File: src/rtl/seq_shift_add_multiplier.sv
// Multi-cycle unsigned shift-and-add multiplier: one multiplier bit per clock,
// one adder, and a shift register formed by {ACC, Q}.
module seq_shift_add_multiplier #(
  parameter int WIDTH = 8
) (
  input  logic                 clk,
  input  logic                 rst,
  input  logic                 start,
  input  logic [WIDTH-1:0]     a,
  input  logic [WIDTH-1:0]     b,
  output logic                 busy,
  output logic                 done,
  output logic [2*WIDTH-1:0]   p,
  output logic [1:0]           o_dbg_state
);

  // Handshake: start is sampled only in IDLE; an accepted start raises busy on
  // the next cycle for WIDTH cycles, then done pulses for one cycle with p valid.
  // start seen while busy or done is dropped, never queued.

  localparam int CW = (WIDTH > 1) ? $clog2(WIDTH) : 1;

  typedef enum logic [1:0] {
    S_IDLE = 2'd0,
    S_RUN  = 2'd1,
    S_DONE = 2'd2
  } state_t;

  state_t               r_state;
  state_t               w_next_state;
  logic [WIDTH-1:0]     r_m;
  logic [WIDTH-1:0]     r_q;
  logic [WIDTH:0]       r_acc;
  logic [CW-1:0]        r_cnt;
  logic [2*WIDTH-1:0]   r_p;
  logic [WIDTH:0]       w_addend;
  logic [WIDTH:0]       w_sum;
  logic [2*WIDTH:0]     w_shift;
  logic                 w_last;

  // r_acc[WIDTH] is always zero after a shift, so adding the full register
  // equals adding ACC[WIDTH-1:0]; the adder carry lands in w_sum[WIDTH].
  assign w_addend = r_q[0] ? {1'b0, r_m} : '0;
  assign w_sum    = r_acc + w_addend;
  assign w_shift  = {w_sum, r_q} >> 1;
  assign w_last   = (r_cnt == CW'(WIDTH - 1));

  always_ff @(posedge clk or posedge rst) begin
    if (rst) begin
      r_state <= S_IDLE;
    end else begin
      r_state <= w_next_state;
    end
  end

  always_comb begin
    w_next_state = r_state;
    case (r_state)
      S_IDLE:  if (start) w_next_state = S_RUN;
      S_RUN:   if (w_last) w_next_state = S_DONE;
      S_DONE:  w_next_state = S_IDLE;
      default: w_next_state = S_IDLE;
    endcase
  end

  always_ff @(posedge clk or posedge rst) begin
    if (rst) begin
      r_m   <= '0;
      r_q   <= '0;
      r_acc <= '0;
      r_cnt <= '0;
      r_p   <= '0;
    end else begin
      case (r_state)
        S_IDLE: begin
          if (start) begin
            r_m   <= a;
            r_q   <= b;
            r_acc <= '0;
            r_cnt <= '0;
          end
        end
        S_RUN: begin
          {r_acc, r_q} <= w_shift;
          r_cnt        <= r_cnt + 1'b1;
          if (w_last) r_p <= w_shift[2*WIDTH-1:0];
        end
        default: ;
      endcase
    end
  end

  assign busy        = (r_state == S_RUN);
  assign done        = (r_state == S_DONE);
  assign p           = r_p;
  assign o_dbg_state = r_state;

endmodule

File: config.mk
export PLATFORM = sky130hd
export DESIGN_NAME = seq_shift_add_multiplier
export DESIGN_NICKNAME = d
export VERILOG_FILES = /design/src/rtl/seq_shift_add_multiplier.sv
export SDC_FILE = /design/constraint.sdc
export NUM_CORES = 1
export LEC_CHECK = 0
export ABC_AREA = 1
export CORE_UTILIZATION = 47
export CTS_CLUSTER_DIAMETER = 60
export DETAILED_ROUTE_END_ITERATION = 16
export PLACE_DENSITY = 0.74
export SYNTH_ARGS = -nofsm -noshare
export SYNTH_HDL_FRONTEND = slang
export SYNTH_SLANG_ARGS = --single-unit
export TNS_END_PERCENT = 1
File: constraint.sdc
create_clock -name clk -period 1.91 [get_ports clk]
set_clock_uncertainty 0.1 [all_clocks]
set_input_delay 0.573 -clock clk [delete_from_list [all_inputs] [get_ports clk]]
set_output_delay 0.573 -clock clk [all_outputs]
set_load 0.01 [all_outputs]
### Word-level counts from Yosys, hierarchy flattened

Cells that the tools add are included.

* add/subtract/negate cells: 2
* equality and inequality tests: 5
* multiplexer cells: 10
* reduce and logical (&&, ||, !) cells: 6

Operator list (count)
* $pmux 9 s2: 1
* $mux 8: 2
* $pmux 8 s2: 1
* $add 9x8->9: 1
* $mux 9: 1
* $reduce_and 2->1: 4
* $pmux 3 s2: 1
* $mux 2: 2
* $pmux 2 s2: 1
* $add 3x1->3 const B: 1
* $eq 3x3->1 const B: 1
* $mux 3: 1
* $eq 2x1->1 const B: 1
* $eq 2x2->1 const B: 1
* $logic_not 2->1: 1
* $ne 2x1->1 const B: 1
* $ne 2x2->1 const B: 1
* $reduce_bool 2->1: 1

* register bits: 46
* input bits: 19
* output and inout port bits: 20
* logic and storage cells: 29

### Logic depth before layout (Yosys ltp)

* depth in word-level cells: 3
* mapped depth: 13
* mapped depth without buffers: 12

### Least setup slack after synthesis

No wires, ideal clock.

* kind: reg2reg
* start point: reg r_q[0]
* end point: reg r_p[15] (netlist: p[15])
* setup time: 0.117 ns
* arrival time: 1.688 ns
* required time: 1.693 ns
* path slack: 0.004 ns
* stages on the path, launching flop included: 14
* buffers on the path: 1
* clock period less this slack: 1.906 ns
* cell sequence: dfrtp_1 clkbuf_1 nand2_1 inv_1 ha_1 fa_1 nand2_1 nand2_1 nand3_1 nand2_1 nand2_1 nand2_1 nand2_1 nand2_1

* cells in the longest elaborated chain, start to end: 2

Ends and longest elaborated chain
* start: declaration: line 32 `logic [WIDTH-1:0] r_q;`
* start signal: assignment: line 84 `{r_acc, r_q} <= w_shift;`
* $mux 8: line 43 `assign w_addend = r_q[0] ? {1'b0, r_m} : '0;`
* $add 9x8->9: line 44 `assign w_sum = r_acc + w_addend;`
* end signal: assignment: line 86 `if (w_last) r_p <= w_shift[2*WIDTH-1:0];`
* end: declaration: line 35 `logic [2*WIDTH-1:0] r_p;`

Every way passes these cells.
A chain may end at the register's enable or synchronous reset.

### Worst setup path after layout

* start point: reg r_p[13] (netlist: p[13])
* end point: out p[13]

RTL lines
* end: declaration: line 13 `output logic [2*WIDTH-1:0] p,`

No word-level cell between the ends.

==> reports/metrics.csv <==
stage;metric;value;unit
setup_path;crit_slowest_cell;clkdlybuf4s50_1;
clock_network;clockRootBuffer;clkbuf_8;
setup_path;crit_chain;clkdlybuf4s50_1;
setup_path;cp-start-kind;flop;
route;finalWirelength;4.55;mm
setup_path;cp.arrival;1.19;ns
synthesis;async_flop_share;100;%
cells_and_area;n_antenna_cell;0;
synthesis;synth_top_area_cell;dfrtp_1;
power_and_ir_drop;powerDensity;1660;nW/µm²
synthesis;synthTopCellsByArea;dfrtp_1 (51%), nand2_1 (17%), ha_1 (5.6%), inv_1 (4.9%), o21ai_0 (4.5%);
cells_and_area;fillers;375;
sta;setup_viol;0;
place;dp.cells;353;
place;gp_congestion;0.823;
grt;grt_start_max_net_pins;38;
cells_and_area;layout.cells.non_filler;362;
worst_hold_path;hold_path.class;flop to flop;
clock_network;clk_pin_slew;0.07;ns
sta;max_freq;537;MHz
place;dp_hpwl;3.21;mm
floorplan;dieHeight;70.7;µm
route;ant_nets;0;
grt;grt_pass1_vias;1647;
grt;grt_overflow_total;0;
setup_path;slowest_delay;0.53;ns
synthesis;synth_nets;295;
floorplan;ios;39;
route;via_per_inst;4.83;
cells_and_area;nets;339;
power_and_ir_drop;power.leakage;0.00151;µW
grt;grt_pass1_wl;7.69;mm
grt;antenna_found_initial;0;
floorplan;die_w;70.7;µm
clock_network;tritoncts;built;
power_and_ir_drop;ir_drop;0.845;mV
synthesis;ys_types;27;
setup_path;path_delay_family;buffers and inverters;
cells_and_area;multi_input_area;1020;µm²
run_status;status;finished, final reports clean;
cells_and_area;drive_gt1_share;12.3;%
setup_path;critPathBufInv;1;
sta;hold_viol_final;0;
grt;grt_usage;19.9;%
sta;relSlewSlack;76.1;%
setup_path;critPathCaptureType;primary output;
clock_network;clkLatencyLatePin;0.30;ns
floorplan;dieArea;5000;µm²
synthesis;yosys_warnings;0;
sta;fin_tns_setup;0;ns
cells_and_area;syn2layout_area_growth;29.2;%
sta;min_period_over_period;97.5;%
clock_network;ctsHtreeMaxLevel;2;
clock_network;cts.sinks;45;
synthesis;synth_area;2220;µm²
cells_and_area;seq_area;1130;µm²
sta;rsz0062_at_grt;yes;
route;num_vias;1748;
synthesis;synth_most_common_cell;nand2_1;
synthesis;synth_flop_cell;dfrtp_1;
power_and_ir_drop;total_power;4770;µW
floorplan;start_util;49.9;%
route;post-route-drc-count;0;
synthesis;synth_seq_cells;45;
floorplan;rows;24;
synthesis;yosysSeqAreaShare;50.7;%
flow_run;cap_violations;0;
synthesis;synthTopCellsByCount;nand2_1 (103), dfrtp_1 (45), inv_1 (29);
sta;slew_viol_final;0;
synthesis;syn_inst;265;
setup_path;crit_fanout;2;
route;first_pass_iters;4;
place;port_buffers;38;
synthesis;netlist.area_leader.share;50.7;%
sta;period_needed;1.86;ns
route;post_drt_wl_per_cell;12.6;µm
setup_path;worstSetupPathType;flop to primary output;
clock_network;clk_path_buf_depth;2;
route;drtIter0Drc;133;
floorplan;core;4440;µm²
cells_and_area;post-route-util;64.5;%
clock_network;cts_buffers;5;
setup_path;cp_data_required_time;1.24;ns
synthesis;syn_area_per_cell;8.38;µm²
synthesis;synth_edf_count;0;
sta;worst_slew_pin_slew;0.356;ns
==> power by group <==
group | leakage [µW] | internal, µW | switching [µW]
Clock | 0.0000450 | 253 | 306
Sequential | 0.000557 | 1400 | 256
Combinational | 0.000904 | 1150 | 1410
==> flip-flops by register name, summed over array words and instances (netlist names) <==
name	cells
p	16
o_dbg_state	2
r_cnt	3
r_q	8
r_acc	8
r_m	8
==> repair_timing <==
action / 4_1_cts / 5_1_grt
buffers inserted: 0 / 1
gates resized for setup: 6 / 20
pin swaps: 0 / 3
hold buffers: 0 / 0
setup endpoints to repair: 6 / 13
==> through the flow <==
stage / hold slack [ns] / worst slack (ns) / cell area (µm²)
2_1_floorplan: 0.349 / 0.00420 / 2220
3_3_place_gp: 0.362 / 0.0444 / 2670
3_5_place_dp: 0.369 / -0.00785 / 2670
4_1_cts: 0.388 / 0.0129 / 2750
5_1_grt: 0.402 / -0.0206 / 2870
6_report: 0.382 / 0.0474 / 2870
==> logic make-up after synthesis <==
| group | count (synthesis) | synth area share (%) |
|---|---|---|
| AOI/OAI and AO/OA | 35 | 9.08 |
| xor gates and xnor gates | 1 | 0.395 |
| adders and majority gates | 11 | 6.54 |
| buffers and inverters | 41 | 8.12 |
| DFF | 45 | 50.7 |
| and+or+nand+nor | 132 | 25.1 |
==> per-layer routing <==
metal  vias up  part of all wire (%)  GRT usage, %
met2        37                    46          31.5
met1       778                    49          26.6
li1        925                     -             -
met5         -                     0             0
met4         0                   1.6          7.78
met3         8                   3.9          4.70
==> path summary, 6_finish.rpt <==
kind	to	slack, ns	cells past startpoint	from
max	p[13]	0.05	1	p[13]
min	p[15]	0.38	2	p[15]
max reg2reg	p[13]	0.11	10	r_q[0]
min reg2reg	p[15]	0.38	2	p[15]
max in group asynchronous	o_dbg_state[1]	0.84	3	rst
min in group asynchronous	p[11]	0.41	2	rst
==> worst min-delay path, cell delays in order, from the launching register on <==
cell and delay [ns]:
dfrtp_1 0.34, nand2_1 0.06, nand2_1 0.05
==> area by class of cell <==
type / count / share of cell area (%)
flip-flops and latches: 45 / 39.3
multi-input cells: 179 / 35.6
repair buffers: 45 / 15.6
inverters: 33 / 4.41
clock buffers: 6 / 2.53
well taps: 52 / 2.27
clock inverters: 2 / 0.349
==> cell usage in the layout (no fill, tap or decap), drive strengths merged <==
| master | netlist | layout |
|---|---|---|
| nand2 | 105 | 105 |
| clkinv | 1 | 4 |
| o22ai | 1 | 1 |
| dlygate4sd2 | 0 | 3 |
| nand3 | 17 | 17 |
| ha | 10 | 10 |
| a22o | 2 | 2 |
| clkdlybuf4s50 | 0 | 32 |
| nand3b | 2 | 2 |
| xnor2 | 1 | 1 |
| or2 | 1 | 1 |
| fa | 1 | 1 |
| buf | 7 | 7 |
| inv | 32 | 31 |
| a21oi | 5 | 5 |
| o21ai | 20 | 20 |
| a21o | 1 | 1 |
| dlymetal6s2s | 0 | 2 |
| clkdlybuf4s15 | 0 | 1 |
| o211ai | 6 | 6 |
| clkbuf | 1 | 6 |
| nor2 | 7 | 7 |
| dfrtp | 45 | 45 |
(Power assumes the default switching activity.)
